File: src/rtl/boot_pkg.sv
// Shared types and constants for the instruction-memory boot loader.
// Imported by the loader top and its word packer.
package boot_pkg;

  typedef enum logic [2:0] {
    HDR_LO,
    HDR_HI,
    LOAD,
    CSUM,
    DONE,
    ERR
  } state_t;

  localparam int         HDR_BYTES = 2;
  localparam logic [7:0] CSUM_OK   = 8'h00;

  // A word count is usable when it is non-zero and fits the memory.
  function automatic logic len_ok(
    input logic [15:0] n,
    input int          aw
  );
    logic [16:0] cap;
    cap = 17'd1 << aw;
    return (n != 16'd0) && ({1'b0, n} <= cap);
  endfunction

endpackage

File: src/rtl/imem_word_packer.sv
// Assembles accepted stream bytes into little-endian 32-bit words.
// word is valid combinationally in the cycle the 4th byte is presented.
module imem_word_packer
  import boot_pkg::*;
(
  input  logic        clk,
  input  logic        clear,
  input  logic        byte_valid,
  input  logic [7:0]  data,
  output logic        word_valid,
  output logic [31:0] word
);

  logic [31:0] sreg;
  logic [1:0]  cnt;

  assign word       = {data, sreg[31:8]};
  assign word_valid = byte_valid && (cnt == 2'd3);

  always_ff @(posedge clk) begin
    if (clear) begin
      sreg <= '0;
      cnt  <= '0;
    end else if (byte_valid) begin
      sreg <= word;
      cnt  <= cnt + 2'd1;
    end
  end

endmodule

File: src/rtl/imem_boot_loader.sv
// Boot loader: parses a length-prefixed byte stream, writes the
// instruction memory and releases the CPU after a good checksum.
module imem_boot_loader
  import boot_pkg::*;
#(
  parameter int ADDR_W = 8
) (
  input  logic              Clk,
  input  logic              Rst,
  input  logic [7:0]        Rx_Data,
  input  logic              Rx_Valid,
  output logic              Rx_Ready,
  output logic              Imem_We,
  output logic [ADDR_W-1:0] Imem_Addr,
  output logic [31:0]       Imem_Wdata,
  output logic              Cpu_Rst,
  output logic              Load_Done,
  output logic              Load_Err
);

  state_t      state;
  logic [15:0] count;
  logic [15:0] widx;
  logic [7:0]  sum;
  logic [7:0]  sum_n;
  logic        accept;
  logic        word_valid;
  logic [31:0] word;

  assign accept = Rx_Valid && Rx_Ready;
  assign sum_n  = sum + Rx_Data;

  imem_word_packer u_packer (
    .clk        (Clk),
    .clear      (Rst),
    .byte_valid (accept && (state == LOAD)),
    .data       (Rx_Data),
    .word_valid (word_valid),
    .word       (word)
  );

  always_ff @(posedge Clk) begin
    if (Rst) begin
      state      <= HDR_LO;
      count      <= '0;
      widx       <= '0;
      sum        <= '0;
      Rx_Ready   <= 1'b0;
      Imem_We    <= 1'b0;
      Imem_Addr  <= '0;
      Imem_Wdata <= '0;
      Cpu_Rst    <= 1'b1;
      Load_Done  <= 1'b0;
      Load_Err   <= 1'b0;
    end else begin
      Imem_We  <= word_valid;
      Cpu_Rst  <= (state != DONE);
      Rx_Ready <= (state != DONE) && (state != ERR);
      // Wdata has its own register so the next word cannot disturb it.
      if (word_valid)
        Imem_Wdata <= word;
      if (Imem_We)
        Imem_Addr <= Imem_Addr + 1'b1;
      if (accept)
        sum <= sum_n;
      unique case (state)
        HDR_LO: begin
          if (accept) begin
            count[7:0] <= Rx_Data;
            state      <= HDR_HI;
          end
        end
        HDR_HI: begin
          if (accept) begin
            count[15:8] <= Rx_Data;
            if (len_ok({Rx_Data, count[7:0]}, ADDR_W)) begin
              state <= LOAD;
            end else begin
              state    <= ERR;
              Load_Err <= 1'b1;
              Rx_Ready <= 1'b0;
            end
          end
        end
        LOAD: begin
          if (word_valid) begin
            widx <= widx + 16'd1;
            if (widx == 16'(count - 16'd1))
              state <= CSUM;
          end
        end
        CSUM: begin
          if (accept) begin
            Rx_Ready <= 1'b0;
            if (sum_n == CSUM_OK) begin
              state     <= DONE;
              Load_Done <= 1'b1;
            end else begin
              state    <= ERR;
              Load_Err <= 1'b1;
            end
          end
        end
        DONE: state <= DONE;
        ERR:  state <= ERR;
        default: state <= ERR;
      endcase
    end
  end

endmodule

File: config.mk
export PLATFORM = sky130hd
export DESIGN_NAME = imem_boot_loader
export DESIGN_NICKNAME = d
export VERILOG_FILES = /design/src/rtl/boot_pkg.sv /design/src/rtl/imem_word_packer.sv /design/src/rtl/imem_boot_loader.sv
export SDC_FILE = /design/constraint.sdc
export NUM_CORES = 1
export LEC_CHECK = 0
export ABC_AREA = 1
export CELL_PAD_IN_SITES_DETAIL_PLACEMENT = 0
export CELL_PAD_IN_SITES_GLOBAL_PLACEMENT = 1
export CORE_MARGIN = 5
export CORE_UTILIZATION = 35
export DETAILED_ROUTE_END_ITERATION = 16
export DONT_BUFFER_PORTS = 1
export PLACE_DENSITY = 0.63
export RECOVER_POWER = 25
export SETUP_SLACK_MARGIN = 0.15
export SYNTH_ARGS = -nofsm -noshare
export SYNTH_HDL_FRONTEND = slang
export SYNTH_SLANG_ARGS = --single-unit
File: constraint.sdc
create_clock -name Clk -period 1.8 [get_ports Clk]
set_input_delay 0.18 -clock Clk [delete_from_list [all_inputs] [get_ports Clk]]
set_output_delay 0.18 -clock Clk [all_outputs]
set_load 0.01 [all_outputs]
Yosys cells after proc, flatten, opt, wreduce, memory -nomap -nowiden
Cells that the tools add are included.
{"block": "totals", "regBits": 122}
{"block": "classes", "add_sub_neg": 5, "magnitude_cmp": 1, "eq_ne": 15, "muxes": 17, "n_reduce_logical": 15}
{"operator": "$mux 3", "n": 6}
{"operator": "$add 16x1->16 const B", "n": 1}
{"operator": "$eq 16x16->1", "n": 1}
{"operator": "$le 16x9->1 const B", "n": 1}
{"operator": "$reduce_bool 16->1", "n": 1}
{"operator": "$sub 16x1->16 const B", "n": 1}
{"operator": "$pmux 3 s5", "n": 1}
{"operator": "$ne 2x2->1 const B", "n": 6}
{"operator": "$reduce_and 5->1", "n": 2}
{"operator": "$add 8x1->8 const B", "n": 1}
{"operator": "$add 8x8->8", "n": 1}
{"operator": "$logic_not 8->1", "n": 1}
{"operator": "$mux 1", "n": 8}
{"operator": "$eq 3x2->1 const B", "n": 2}
{"operator": "$ne 3x3->1 const B", "n": 2}
{"operator": "$reduce_and 2->1", "n": 3}
{"operator": "$logic_and 1x1->1", "n": 5}
{"operator": "$pmux 1 s2", "n": 2}
{"operator": "$eq 3x1->1 const B", "n": 1}
{"operator": "$eq 3x3->1 const B", "n": 1}
{"operator": "$logic_not 3->1", "n": 1}
{"operator": "$reduce_and 3->1", "n": 1}
{"operator": "$add 2x1->2 const B", "n": 1}
{"operator": "$eq 2x2->1 const B", "n": 1}
{"operator": "other kinds (2)", "n": 2}

Depth between registers and ports, before layout
{"block": "depth", "word_depth": 5, "ltp_mapped": 16, "ltp_nobuf": 16}

Hierarchy
A second synthesis with hierarchy kept.
{"block": "unflattened", "hier_cells": 812, "area_unflattened_um2": 5649.2}
{"module": "imem_boot_loader", "instances": 1, "cells_each": 637, "area_each_um2": 4463.0, "seq_area_each_um2": 1761.7}
{"module": "imem_word_packer", "instances": 1, "cells_each": 175, "area_each_um2": 1186.1, "seq_area_each_um2": 520.5}

Least setup slack after synthesis
Ideal clock, no wire load.
{"block": "synth_path", "path_kind": "flip-flop to flip-flop", "startpoint": "register sum[0]", "endpoint": "register Load_Err", "setup_time_ns": 0.132, "arrival_ns": 1.680, "required_time_ns": 1.668, "path_slack_ns": -0.013, "path_stages_with_launch": 10, "cell_sequence": "dfxtp_1 -> ha_1 -> fa_1 -> xor2_1 -> nor3_1 -> nand3_1 -> nor2_1 -> nand2_1 -> o21ai_0 -> a21oi_1"}
{"block": "synth_between", "elab_chain_len": 4}
{"item": "start, declared", "line": "imem_boot_loader.sv:24", "source": "logic [7:0] sum;"}
{"item": "start signal, assigned", "line": "imem_boot_loader.sv:65", "source": "sum <= sum_n;"}
{"item": "$add 8x8->8", "line": "imem_boot_loader.sv:31", "source": "assign sum_n = sum + Rx_Data;"}
{"item": "$logic_not 8->1", "line": "imem_boot_loader.sv:95", "source": "if (sum_n == CSUM_OK) begin"}
{"item": "$ne 2x2->1 (no source line)"}
{"item": "$reduce_and 5->1 (no source line)"}
{"item": "end signal, assigned", "line": "imem_boot_loader.sv:54", "source": "Load_Err <= 1'b0;"}
{"item": "end signal, assigned", "line": "imem_boot_loader.sv:80", "source": "Load_Err <= 1'b1;"}
{"item": "end signal, assigned", "line": "imem_boot_loader.sv:100", "source": "Load_Err <= 1'b1;"}
{"item": "end, declared", "line": "imem_boot_loader.sv:18", "source": "output logic Load_Err"}
Every way passes these cells.
A chain may end at the register's enable or synchronous reset.

Final worst setup path
{"block": "layout_path", "startpoint": "register sum[0]", "endpoint": "register state[0]"}
{"block": "layout_between", "elab_chain_len": 5}
{"item": "$add 8x8->8", "line": "imem_boot_loader.sv:31"}
{"item": "$logic_not 8->1", "line": "imem_boot_loader.sv:95"}
{"item": "$mux 1", "line": "imem_boot_loader.sv:95"}
{"item": "$mux 3", "line": "imem_boot_loader.sv:93", "source": "if (accept) begin"}
{"item": "$pmux 3 s5", "line": "imem_boot_loader.sv:66", "source": "unique case (state)"}
{"item": "end signal, assigned", "line": "imem_boot_loader.sv:70", "source": "state <= HDR_HI;"}
{"item": "end signal, assigned", "line": "imem_boot_loader.sv:96", "source": "state <= DONE;"}
{"item": "end signal, assigned", "line": "imem_boot_loader.sv:99", "source": "state <= ERR;"}
{"item": "end, declared", "line": "imem_boot_loader.sv:21", "source": "state_t state;"}
Every way passes these cells. The select of a mux whose other input is x is not followed.

==> results.py <==
metrics = {
    "place": {
        "io_buffer_count": 0,
        "gp_congestion": 0.859,
        "dpl.cell_count": 948,
        "postPlaceCellArea_um2": 5840,
        "hpwl_mm": 10.3,
    },
    "sta": {
        "finalClockSkew_ns": 0.00823,
        "setup_viol": 3,
        "final_max_slew_viol_count": 0,
        "tightest_slew_ns": 0.476,
        "fmax_ghz": 0.531,
        "max_slew_margin_pct": 68.3,
        "hold_viol": 0,
        "period_needed_ns": 1.88,
        "finalCritPeriodShare_pct": 105,
        "worst_slack_ns": -0.0830,
        "rsz0062_at_grt": "true",
    },
    "setup_path": {
        "cpPeakStageDelay_ns": 0.38,
        "rr_worst_depth": 11,
        "r2r_slack_ns": -0.08,
        "worstReg2RegEnd": "state[0]",
        "crit_family": "simple AND/OR/NAND/NOR gates",
        "r2r_start": "sum[0]",
        "critPathBufInv": 0,
        "path_common_cell": "nand2_1",
        "crit_required_ns": 2.10,
        "criticalPathCategory": "flip-flop to flip-flop",
        "start_kind": "flip-flop",
        "path_max_fanout": 3,
        "arrival_ns": 2.19,
        "endpoint_kind": "flip-flop",
        "crit_slowest_cell": "fa_2",
        "worstPathCellList": "ha_4, fa_2, xor2_2, nor3_2, nand3_1, nor2_2, nand2_1, nand2_1, nand2_1, nor2_1, nor2_1",
    },
    "global_routing": {
        "antenna_found_initial": 0,
        "track_usage_pct": 16.9,
        "overflow": 0,
        "grt_pass1_vias": 4733,
        "grt_pass1_wl_mm": 24.1,
        "grt_max_degree": 36,
    },
    "synthesis": {
        "yosys_warnings": 0,
        "synth_area_um2": 5340,
        "synth-seq-cells": 114,
        "ys_types": 38,
        "postSynthCellCount": 745,
        "seq_area_frac_synth_pct": 42.8,
        "syn_nets": 769,
        "synth_area_per_cell_um2": 7.16,
    },
    "clocking": {
        "htreeDepth": 4,
        "cts_tree": "yes",
        "clk_latency_ns": 0.41,
        "clk_path_buf_depth": 2,
        "path_clk_slew_ns": 0.06,
        "cts_made_buffers": 17,
        "cts_num_sinks": 114,
        "root_buffer": "clkbuf_16",
    },
    "cells_and_area": {
        "fin_area_um2": 6880,
        "layout_common_cells": "nand2_1 (122), nor2_1 (113), dfxtp_1 (98)",
        "area_growth_pct": 29.0,
        "layout_commonest_cell": "nand2_1",
        "layout.nets": 821,
        "fin_cells": 998,
        "diodes": 0,
        "drive_gt1_share_pct": 21.0,
    },
    "detailed_routing": {
        "wl_met2_mm": 6.93,
        "dr_wl_met3_um": 636,
        "post-route-drc-count": 0,
        "drtAntennaViolNets": 0,
        "drt-initial-drc-count": 192,
        "topRoutingLayerUsed": "met4",
        "drt-total-wl_mm": 15.0,
        "wl_met1_mm": 7.23,
        "wire_per_inst_um": 15.0,
        "via_per_inst": 4.87,
        "num_vias": 4859,
        "first_pass_iters": 4,
    },
    "min_path": {
        "holdCritPathClass": "primary input to flip-flop",
        "whs_endpoint": "count[8]",
        "whs_path_depth": 2,
        "worst_hold_startpoint": "Rx_Data[0]",
    },
    "pwr": {
        "ir_worst_vdd_uv": 685,
        "leakage_nw": 3.04,
        "power_density_nw_per_um2": 1000,
    },
    "floorplanning": {
        "start_util_pct": 35.4,
        "core_um2": 15100,
        "die_h_um": 133,
        "die_w_um": 133,
        "core.rowCount": 45,
        "io_pins": 56,
        "die-area_um2": 17800,
    },
    "run_status": {
        "status": "finished, violations left",
        "violations": "setup timing",
    },
    "job": {
        "drv_cap": 0,
    },
}
==> cell usage after synthesis (all sizes together) <==
cell type  instances  share of area [%]
nor2             139                 11
nand2            133                9.6
dfxtp            114                 43
o21ai             80                7.5
inv               75                5.3
a21oi             45                4.2
nand3             45                4.2
clkbuf            19                1.3
nor3              18                1.8
xor2              16                2.6
ha                12                2.8
buf                9               0.91
xnor2              8                1.3
nand4              6               0.70
a211oi             5               0.70
nand3b             5               0.70
nor4               3               0.75
a31oi              2               0.23
nor3b              2               0.28
o211ai             2               0.28
o21a               2               0.28
a21o               1               0.14
clkinv             1              0.070
fa                 1               0.38
o211a              1               0.19
or2                1               0.12
==> cell families after synthesis <==
kind of cell	Yosys count	synth area share [%]
buffers and inverters	104	7.60
AOI/OAI and AO/OA	138	13.6
and+or+nand+nor	352	28.9
DFF	114	42.8
xor gates and xnor gates	24	3.94
adders and majority gates	13	3.19
==> worst register-to-register path: stages, from the launching register on <==
cell and delay (ns):
dfxtp_2 0.33, ha_4 0.16, fa_2 0.38, xor2_2 0.20, nor3_2 0.12, nand3_1 0.12, nor2_2 0.12, nand2_1 0.08
nand2_1 0.07, nand2_1 0.06, nor2_1 0.10, nor2_1 0.05
==> flip-flops by register name (all words and copies together) (netlist names), 2 cells and up <==
signal         flops
Imem_Wdata        32
u_packer.sreg     24
count             16
widx              16
Imem_Addr          8
sum                8
state              3
u_packer.cnt       2
==> layer usage <==
layer | track usage [%] | up-vias
met3 | 5.55 | 14
li1 | - | 2532
met2 | 26.2 | 74
met1 | 22.4 | 2239
met5 | 0 | -
met4 | 5.26 | 0
==> worst max path at each step <==
| stage | startpoint | end | cells after the start |
|---|---|---|---|
| final | sum[0] | state[0] | 11 |
| after global routing | sum[0] | state[0] | 12 |
| after CTS | sum[0] | state[0] | 11 |
| after detailed placement | count[1] | state[0] | 15 |
| after global placement | sum[0] | state[0] | 11 |
| after floorplan | sum[0] | Load_Err | 9 |
==> metrics by stage <==
| stage | util, % | TNS, ns | setup WS (ns) | hold WS (ns) | total power, mW |
|---|---|---|---|---|---|
| 2_1_floorplan | - | 0 | 0.0929 | 0.283 | 3.32 |
| 3_3_place_gp | 38.7 | -0.0534 | -0.0349 | 0.257 | 3.55 |
| 3_5_place_dp | 38.7 | -0.270 | -0.118 | 0.258 | 3.55 |
| 4_1_cts | 44.0 | -0.135 | -0.0771 | -0.184 | 6.89 |
| 5_1_grt | 45.6 | -0.643 | -0.244 | 0.00435 | 7.26 |
| 6_report | 45.6 | -0.118 | -0.0830 | 0.0201 | 6.91 |
==> final cells by class <==
| type | instances | area, um2 |
|---|---|---|
| clock buffers | 19 | 443 |
| clock inverters | 13 | 128 |
| fillers | 1513 | 8210 |
| inverters | 76 | 303 |
| multi-input cells | 527 | 2920 |
| flip-flops and latches | 114 | 2310 |
| well taps | 188 | 235 |
| repair buffers | 61 | 547 |
==> what timing repair did <==
action | CTS | global route
hold buffers | 7 | 3
gates resized for setup | 40 | 56
endpoints found under the setup margin | 21 | 23
pin swaps | 22 | 29
endpoints found under the hold margin | 44 | 26
buffers inserted | 3 | 5
==> power by group <==
part           leakage, nW  switching (mW)  internal (mW)
clock network        0.271            1.29           1.95
logic                 1.84           0.590          0.417
registers            0.930          0.0719           2.59
total                 3.04            1.95           4.96
No activity file was read; power rests on OpenSTA's default activity.
